File: src/rtl/exe_stage_div.sv
// LoongArch EXE stage: single-cycle ALU, 32-step restoring divider that holds
// the stage via ready_go, data SRAM request generation and EXE->MEM/ID bundles.
module exe_stage_div #(
    parameter int DIV_CYCLES = 32
) (
    input  logic        clk,
    input  logic        rst,
    output logic        EXE_allow_in,
    input  logic        ID_EXE_valid,
    input  logic [31:0] ID_pc,
    input  logic [11:0] ID_alu_op,
    input  logic [3:0]  ID_div_op,
    input  logic [31:0] ID_src1,
    input  logic [31:0] ID_src2,
    input  logic [31:0] ID_rkd,
    input  logic [9:0]  ID_mem_ctl,
    input  logic [4:0]  ID_rf_waddr,
    input  logic        MEM_allow_in,
    output logic        EXE_MEM_valid,
    output logic [31:0] EXE_pc,
    output logic [38:0] EXE_rf,
    output logic [6:0]  EXE_load,
    output logic [38:0] EXE_fwd,
    output logic        data_sram_en,
    output logic [3:0]  data_sram_we,
    output logic [31:0] data_sram_addr,
    output logic [31:0] data_sram_wdata
);
    localparam int CW = $clog2(DIV_CYCLES);

    typedef enum logic [1:0] {DIV_IDLE, DIV_BUSY, DIV_DONE} div_state_e;

    logic        exe_valid_q;
    logic [31:0] pc_q, src1_q, src2_q, rkd_q;
    logic [11:0] alu_op_q;
    logic [3:0]  div_op_q;
    logic [9:0]  mem_ctl_q;
    logic [4:0]  waddr_q;

    div_state_e  div_state_q;
    logic [CW-1:0] count_q;
    logic [31:0] rem_q, quo_q, dvs_q;
    logic        s1_q, s2_q;

    logic        ready_go, is_div, div_signed, fire;
    logic [31:0] alu_res, div_res, result;

    assign is_div       = |div_op_q;
    assign ready_go     = ~is_div | (div_state_q == DIV_DONE);
    assign EXE_allow_in = ~exe_valid_q | (ready_go & MEM_allow_in);
    assign EXE_MEM_valid = exe_valid_q & ready_go;

    always_ff @(posedge clk or negedge rst) begin
        if (!rst) exe_valid_q <= 1'b0;
        else if (EXE_allow_in) exe_valid_q <= ID_EXE_valid;
    end

    // Bundle registers carry no reset; everything downstream is valid-gated.
    always_ff @(posedge clk) begin
        if (ID_EXE_valid & EXE_allow_in) begin
            pc_q      <= ID_pc;
            alu_op_q  <= ID_alu_op;
            div_op_q  <= ID_div_op;
            src1_q    <= ID_src1;
            src2_q    <= ID_src2;
            rkd_q     <= ID_rkd;
            mem_ctl_q <= ID_mem_ctl;
            waddr_q   <= ID_rf_waddr;
        end
    end

    // ALU: one-hot op select, OR-combined
    logic [31:0] add_r, sub_r, slt_r, sltu_r, sra_r;
    assign add_r  = src1_q + src2_q;
    assign sub_r  = src1_q - src2_q;
    assign slt_r  = {31'b0, $signed(src1_q) < $signed(src2_q)};
    assign sltu_r = {31'b0, src1_q < src2_q};
    assign sra_r  = $signed(src1_q) >>> src2_q[4:0];

    assign alu_res = ({32{alu_op_q[0]}}  & add_r)
                   | ({32{alu_op_q[1]}}  & sub_r)
                   | ({32{alu_op_q[2]}}  & slt_r)
                   | ({32{alu_op_q[3]}}  & sltu_r)
                   | ({32{alu_op_q[4]}}  & (src1_q & src2_q))
                   | ({32{alu_op_q[5]}}  & ~(src1_q | src2_q))
                   | ({32{alu_op_q[6]}}  & (src1_q | src2_q))
                   | ({32{alu_op_q[7]}}  & (src1_q ^ src2_q))
                   | ({32{alu_op_q[8]}}  & (src1_q << src2_q[4:0]))
                   | ({32{alu_op_q[9]}}  & (src1_q >> src2_q[4:0]))
                   | ({32{alu_op_q[10]}} & sra_r)
                   | ({32{alu_op_q[11]}} & src2_q);

    // Divider: magnitudes in, sign fix applied on the held DONE value
    logic [32:0] rem_sh;
    logic        rem_ge;
    logic [31:0] rem_sub, abs1, abs2;
    assign div_signed = div_op_q[0] | div_op_q[1];
    assign abs1    = (div_signed & src1_q[31]) ? -src1_q : src1_q;
    assign abs2    = (div_signed & src2_q[31]) ? -src2_q : src2_q;
    assign rem_sh  = {rem_q, quo_q[31]};
    assign rem_ge  = rem_sh >= {1'b0, dvs_q};
    assign rem_sub = rem_sh[31:0] - dvs_q;

    always_ff @(posedge clk or negedge rst) begin
        if (!rst) begin
            div_state_q <= DIV_IDLE;
            count_q     <= '0;
            rem_q       <= '0;
            quo_q       <= '0;
            dvs_q       <= '0;
            s1_q        <= 1'b0;
            s2_q        <= 1'b0;
        end else begin
            case (div_state_q)
                DIV_IDLE: if (exe_valid_q & is_div) begin
                    div_state_q <= DIV_BUSY;
                    count_q     <= '0;
                    rem_q       <= '0;
                    quo_q       <= abs1;
                    dvs_q       <= abs2;
                    s1_q        <= div_signed & src1_q[31];
                    s2_q        <= div_signed & src2_q[31];
                end
                DIV_BUSY: begin
                    rem_q   <= rem_ge ? rem_sub : rem_sh[31:0];
                    quo_q   <= {quo_q[30:0], rem_ge};
                    count_q <= count_q + CW'(1);
                    if (count_q == CW'(DIV_CYCLES - 1)) div_state_q <= DIV_DONE;
                end
                DIV_DONE: if (MEM_allow_in) div_state_q <= DIV_IDLE;
                default:  div_state_q <= DIV_IDLE;
            endcase
        end
    end

    logic [31:0] quo_fix, rem_fix;
    assign quo_fix = (s1_q ^ s2_q) ? -quo_q : quo_q;
    assign rem_fix = s1_q ? -rem_q : rem_q;
    assign div_res = (div_op_q[1] | div_op_q[3]) ? rem_fix : quo_fix;
    assign result  = is_div ? div_res : alu_res;

    // Data SRAM: one request, issued only on the cycle the stage hands off
    logic       st_w, st_h, st_b;
    logic [3:0] we_raw;
    assign st_w = mem_ctl_q[7];
    assign st_h = mem_ctl_q[6];
    assign st_b = mem_ctl_q[5];
    assign fire = exe_valid_q & ready_go & MEM_allow_in;

    always_comb begin
        we_raw = 4'b0000;
        if (st_w)      we_raw = 4'b1111;
        else if (st_h) we_raw = result[1] ? 4'b1100 : 4'b0011;
        else if (st_b) we_raw = 4'b0001 << result[1:0];
    end

    assign data_sram_en    = fire & (|mem_ctl_q[7:0]);
    assign data_sram_we    = fire ? we_raw : 4'b0000;
    assign data_sram_addr  = result;
    assign data_sram_wdata = st_b ? {4{rkd_q[7:0]}} :
                             st_h ? {2{rkd_q[15:0]}} : rkd_q;

    assign EXE_pc   = pc_q;
    assign EXE_rf   = {mem_ctl_q[9], mem_ctl_q[8], waddr_q, result};
    assign EXE_load = {result[1:0], mem_ctl_q[4:0]};
    assign EXE_fwd  = {mem_ctl_q[9], mem_ctl_q[8] & exe_valid_q, waddr_q, result};
endmodule

File: config.mk
export PLATFORM = sky130hd
export DESIGN_NAME = exe_stage_div
export DESIGN_NICKNAME = d
export VERILOG_FILES = /design/src/rtl/exe_stage_div.sv
export SDC_FILE = /design/constraint.sdc
export NUM_CORES = 1
export LEC_CHECK = 0
export BUFFER_PORTS_ARGS = -buffer_cell sky130_fd_sc_hd__buf_4
export CAP_MARGIN = 30
export CORE_AREA = 2 2 231 324
export CTS_CLUSTER_SIZE = 30
export DETAILED_ROUTE_END_ITERATION = 10
export DIE_AREA = 0 0 233 326
export PLACE_DENSITY = 0.52
export REMOVE_ABC_BUFFERS = 1
export SETUP_SLACK_MARGIN = 0.3
export SYNTH_ARGS = -nofsm -noshare
export SYNTH_HDL_FRONTEND = slang
export SYNTH_SLANG_ARGS = --single-unit
export TNS_END_PERCENT = 1
File: constraint.sdc
create_clock -name clk -period 9.94 [get_ports clk]
set_input_delay 1.491 -clock clk [delete_from_list [all_inputs] [get_ports clk]]
set_output_delay 1.491 -clock clk [all_outputs]
set_load 0.01 [all_outputs]
After elaboration in Yosys (flattened, before gate mapping). Index checks and enable logic that the tools add are counted.

Bits in registers: 265. Word-level logic and storage cells: 111.

$add $sub $neg: 8. Magnitude comparators: 3. Eq/ne operators: 6. Shift-type cells: 4. Muxes and demuxes: 24. Bitwise logic cells: 43. Reduce and logical (&&, ||, !) cells: 7.

Operator list (count): $or 32x32->32 (12); $and 32x32->32 (11); $mux 32 (11); $neg 32->32 (4); $pmux 32 s2 (2); $and 32x1->32 (2); $lt 32x32->1 (2); $sub 32x32->32 (2); $ge 33x32->1 (1); $add 32x32->32 (1); $not 32->32 (1); $shl 32x5->32 (1); $shr 32x5->32 (1); $sshr 32x5->32 (1); $xor 32x32->32 (1); $mux 4 (5); $pmux 5 s2 (1); $and 1x1->1 (9); $reduce_or 8->1 (1); $mux 2 (3); $ne 2x2->1 const B (3); $pmux 2 s3 (1); $add 5x1->5 const B (1); $eq 5x5->1 const B (1); other kinds (12) (17).

Depth between registers and ports, before layout.
Word-level depth: 19. Gate-level depth with buffers: 17.

Worst setup path before layout. Ideal clock, no wire load.

Path kind: register -> output. Start: register src2_q[2]. End: output EXE_rf[26]. Data arrival time: 4.435 ns. Data required time: 8.449 ns. Setup slack: 4.014 ns. Stages on the path, launching flop included: 18. Path buffers: 6. Path through: edfxtp_1 > clkbuf_1 > clkinv_1 > clkbuf_1 > clkbuf_1 > clkbuf_1 > ha_1 > clkbuf_1 > a211oi_1 > o21ai_0 > a21oi_1 > o31ai_1 > a21oi_1 > o31ai_1 > xnor2_1 > a221oi_1 > a221oi_1 > buf_4.

Cells in the longest elaborated chain, start to end: 14. Elaborated cells between the ends (all ways): 22. Classes of those cells: 2 x add/sub; 3 x shift; 1 x mux; 16 x bitwise.

Ends and longest elaborated chain: start, declared (line 34) `logic [31:0] pc_q, src1_q, src2_q, rkd_q;`; start signal, assigned (line 65) `src2_q <= ID_src2;`; $add 32x32->32 or $sub 32x32->32 (tied branches) (line 74, 75); $and 32x32->32 (on tied branches) (line 80, 81); $or 32x32->32 (line 81) `| ({32{alu_op_q[1]}} & sub_r)`; $or 32x32->32 (line 82) `| ({32{alu_op_q[2]}} & slt_r)`; $or 32x32->32 (line 83) `| ({32{alu_op_q[3]}} & sltu_r)`; $or 32x32->32 (line 84) `| ({32{alu_op_q[4]}} & (src1_q & src2_q))`; $or 32x32->32 (line 85) `| ({32{alu_op_q[5]}} & ~(src1_q | src2_q))`; $or 32x32->32 (line 86) `| ({32{alu_op_q[6]}} & (src1_q | src2_q))`; $or 32x32->32 (line 87) `| ({32{alu_op_q[7]}} & (src1_q ^ src2_q))`; $or 32x32->32 (line 88) `| ({32{alu_op_q[8]}} & (src1_q << src2_q[4:0]))`; $or 32x32->32 (line 89) `| ({32{alu_op_q[9]}} & (src1_q >> src2_q[4:0]))`; $or 32x32->32 * (line 90) `| ({32{alu_op_q[10]}} & sra_r)`; $or 32x32->32 * (line 91) `| ({32{alu_op_q[11]}} & src2_q);`; $mux 32 * (line 140) `assign result = is_div ? div_res : alu_res;`; end, declared (line 21) `output logic [38:0] EXE_rf,`.

Every way passes the cells marked *; elsewhere a longest branch is shown, timed or not.

Final worst setup path.
Start: register src2_q[4]. End: output data_sram_addr[26].

Cells in the longest elaborated chain, start to end: 14. Elaborated cells between the ends (all ways): 22. Classes of those cells: 2 x add/sub; 3 x shift; 1 x mux; 16 x bitwise.

Ends and longest elaborated chain: $add 32x32->32 or $sub 32x32->32 (tied branches) (line 74, 75); $and 32x32->32 (on tied branches) (line 80, 81); $or 32x32->32 (line 81); $or 32x32->32 (line 82); $or 32x32->32 (line 83); $or 32x32->32 (line 84); $or 32x32->32 (line 85); $or 32x32->32 (line 86); $or 32x32->32 (line 87); $or 32x32->32 (line 88); $or 32x32->32 (line 89); $or 32x32->32 * (line 90); $or 32x32->32 * (line 91); $mux 32 * (line 140); end, declared (line 26) `output logic [31:0] data_sram_addr,`.

Marks and branches as above.

==> out/results.txt <==
area post-placement -> 26800 um^2
#FFs+latches synth -> 265
Relative slew margins -> 29.0%
Antenna Nets Post-Route -> 0
CP peak stage delay -> 0.62 ns
top sig layer -> met5
post-synthesis compound-gate area fraction -> 22.9%
WL met1 -> 40400 um
commonest non-fill, non-tap cell in the layout -> buf_4
critical path arrival -> 5.65 ns
most frequent cells in the layout -> 399 x buf_4, 234 x o21ai_0, 231 x nand2_1
clock latency at the later pin of the worst-skew pair -> 0.57 ns
main flop type after synthesis -> edfxtp_1
number of global-route vias before repair -> 22900
worst path cell trace -> buf_4 -> inv_1 -> ha_1 -> o21ai_0 -> o21ai_0 -> a21oi_1 -> o31ai_1 -> a21oi_1 -> o31ai_1 -> xnor2_1 -> a221oi_1 -> a221oi_1 -> buf_4
Pre-Repair DR Iteration Count -> 7
CP max stage cell -> o31ai_1
power density over the cells -> 234 nW/um^2
final hold vios -> 0
die span in y -> 326 um
Die Wd -> 233 um
final worst path period share -> 71.8%
syn_area_per_cell -> 8.75 um^2
Synth Area in Simple Gates -> 13.9%
share of the synthesized area in the top cell type -> 20.0%
H-tree depth -> 2
Worst setup SP type -> register
core area -> 73400 um^2
GP Congestion -> 0.975
Slew @ Worst Pin -> 1.06 ns
placed wire-length estimate -> 82700 um
adder and majority cell fraction of the synthesized area -> 7.32%
drt initial violations -> 2464
Hold Buf Count CTS -> 0
Post-synth EDFFs -> 159
maximum VDD drop -> 164 uV
cells after synthesis -> 2729
min Tclk post-route -> 7.14 ns
via count -> 23100
buffers and inverters on the worst path -> 3
synth top area cells -> edfxtp_1 20%, dfrtp_1 11%, ha_1 7.1%, xnor2_1 5.5%, o21ai_0 4.9%
vias per cell -> 5.95
Post-CTS Resized -> 0
Hold/Removal Path Class -> reg -> reg
Synth Area in XOR/XNOR -> 6.64%
CTS root buffer -> clkbuf_16
setup TNS -> 0 ns
largest net degree at the start of global routing -> 152
delay-heaviest family, CP -> compound AO/OA/AOI/OAI gates
drt wl/cell -> 27.5 um
crit path kind -> reg -> out
run status -> complete, no violations
clk_skew -> 0.0242 ns
Die Area -> 76000 um^2
final setup vio count -> 0
CP required -> 8.45 ns
mux cell area share after synthesis -> 10.1%
metal2 WL -> 52200 um
Boundary Pins -> 351
Synth cell types -> 86
Max-cap violations -> 0
row count -> 118
layout cells sized above 1 -> 19.1%
Final #Nets -> 3207
Post-Route WL -> 107000 um
Ys Warns -> 0
first-pass GRT wire length -> 155000 um
CTS tree -> yes
worst-path fanout max -> 41
clock-pin slew on the worst setup and hold paths -> 0.06 ns
final design area excluding fillers -> 27900 um^2
post-synth top area cell -> edfxtp_1
TritonCTS buffer count -> 34
total gr overflow -> 0
Post-Syn Area -> 23900 um^2
DRC Markers -> 0
Fmax -> 0.140 GHz
Starting Density -> 32.5%
type of destination of the critical path -> primary output
postcts setup bufs -> 0
Post-Route Utilization -> 38.1%
largest family of logic cells by synthesized area -> compound AO/OA/AOI/OAI gates
clk sink count -> 265
CTS Buffer Depth -> 3
initial antenna violation count -> 3
Final Slew Violations -> 0
GRT Overall Usage -> 27.4%
register area share after synthesis -> 31.1%
met3 wire len -> 7470 um
Area growth syn-to-layout -> 17.0%
WHS -> 0.477 ns
PortBufs -> 350
asr flop ratio synth -> 40.0%
Leak -> 11.2 nW
unrepaired setup endpoints after global routing -> no
==> sequential cells by signal, summed over array words and instances (netlist names), 2 cells and up <==
register     cells
alu_op_q        12
count_q          5
rem_q           32
div_op_q         4
waddr_q          5
rkd_q           32
src2_q          32
dvs_q           32
mem_ctl_q       10
EXE_pc          32
quo_q           32
src1_q          32
div_state_q      2
==> cells in the mapped netlist (all sizes together) (41+ instances only) <==
master and instances:
a21oi 169, buf 118, nand3 69, inv 152, ha 135, xnor2 149
clkbuf 144, edfxtp 159, dfrtp 106, o21ai 239, nor3 45, nor2 193
nand2 231, a22oi 41, mux2i 117
==> cell families after synthesis <==
family	count (synthesis)
adder cells (fa/ha/maj)	138
flip-flops	265
buffers and inverters	419
XOR/XNOR	181
AND/OR/NAND/NOR	704
AO/OA/AOI/OAI	833
multiplexers	189
==> per-stage QoR <==
| step | cells | worst slack [ns] | total power (W) |
|---|---|---|---|
| 2_1_floorplan | 2467 | 2.45 | 0.00391 |
| 3_3_place_gp | 3826 | 3.61 | 0.00519 |
| 3_5_place_dp | 3829 | 3.52 | 0.00526 |
| 4_1_cts | 3886 | 2.92 | 0.00654 |
| 5_1_grt | 3888 | 2.68 | 0.00696 |
| 6_report | 3888 | 2.80 | 0.00653 |
==> final timing paths <==
kind / startpoint / endpoint / slack [ns] / cells after the start
max: src2_q[4] / data_sram_addr[26] / 2.80 / 13
min: dvs_q[13] / dvs_q[13] / 0.48 / 2
max reg2reg: rem_q[0] / rem_q[30] / 5.97 / 11
min reg2reg: dvs_q[13] / dvs_q[13] / 0.48 / 2
max in group asynchronous: rst / count_q[1] / 7.72 / 2
min in group asynchronous: rst / dvs_q[26] / 1.01 / 1
==> final cells by class <==
| cell class | count | area, um^2 |
|---|---|---|
| Inverter | 157 | 589 |
| Timing Repair Buffer | 403 | 3040 |
| Sequential cell | 265 | 7430 |
| Antenna cell | 1 | 2.50 |
| Multi-Input combinational cell | 2045 | 14600 |
| Clock buffer | 46 | 967 |
| Tap cell | 960 | 1200 |
| Clock inverter | 11 | 133 |
| Fill cell | 7421 | 45400 |
==> power by group <==
| group | switching, W | internal [W] | total (W) | leakage [nW] |
|---|---|---|---|---|
| registers | 0.000312 | 0.00141 | 0.00172 | 2.70 |
| logic | 0.00199 | 0.00157 | 0.00355 | 7.93 |
| clock network | 0.000495 | 0.000756 | 0.00125 | 0.540 |
==> layer usage <==
metal / global-route usage, % / up-vias
met5: 0 / -
met4: 15.3 / 2
met3: 4.14 / 254
met2: 46.9 / 1142
met1: 32.7 / 11300
li1: - / 10400
==> tightest hold or removal path, cell delays in order, from the launching register on <==
cell     delay (ns)
dfrtp_1        0.34
nand2_1        0.04
o21ai_0        0.06
(Power assumes the default switching activity.)
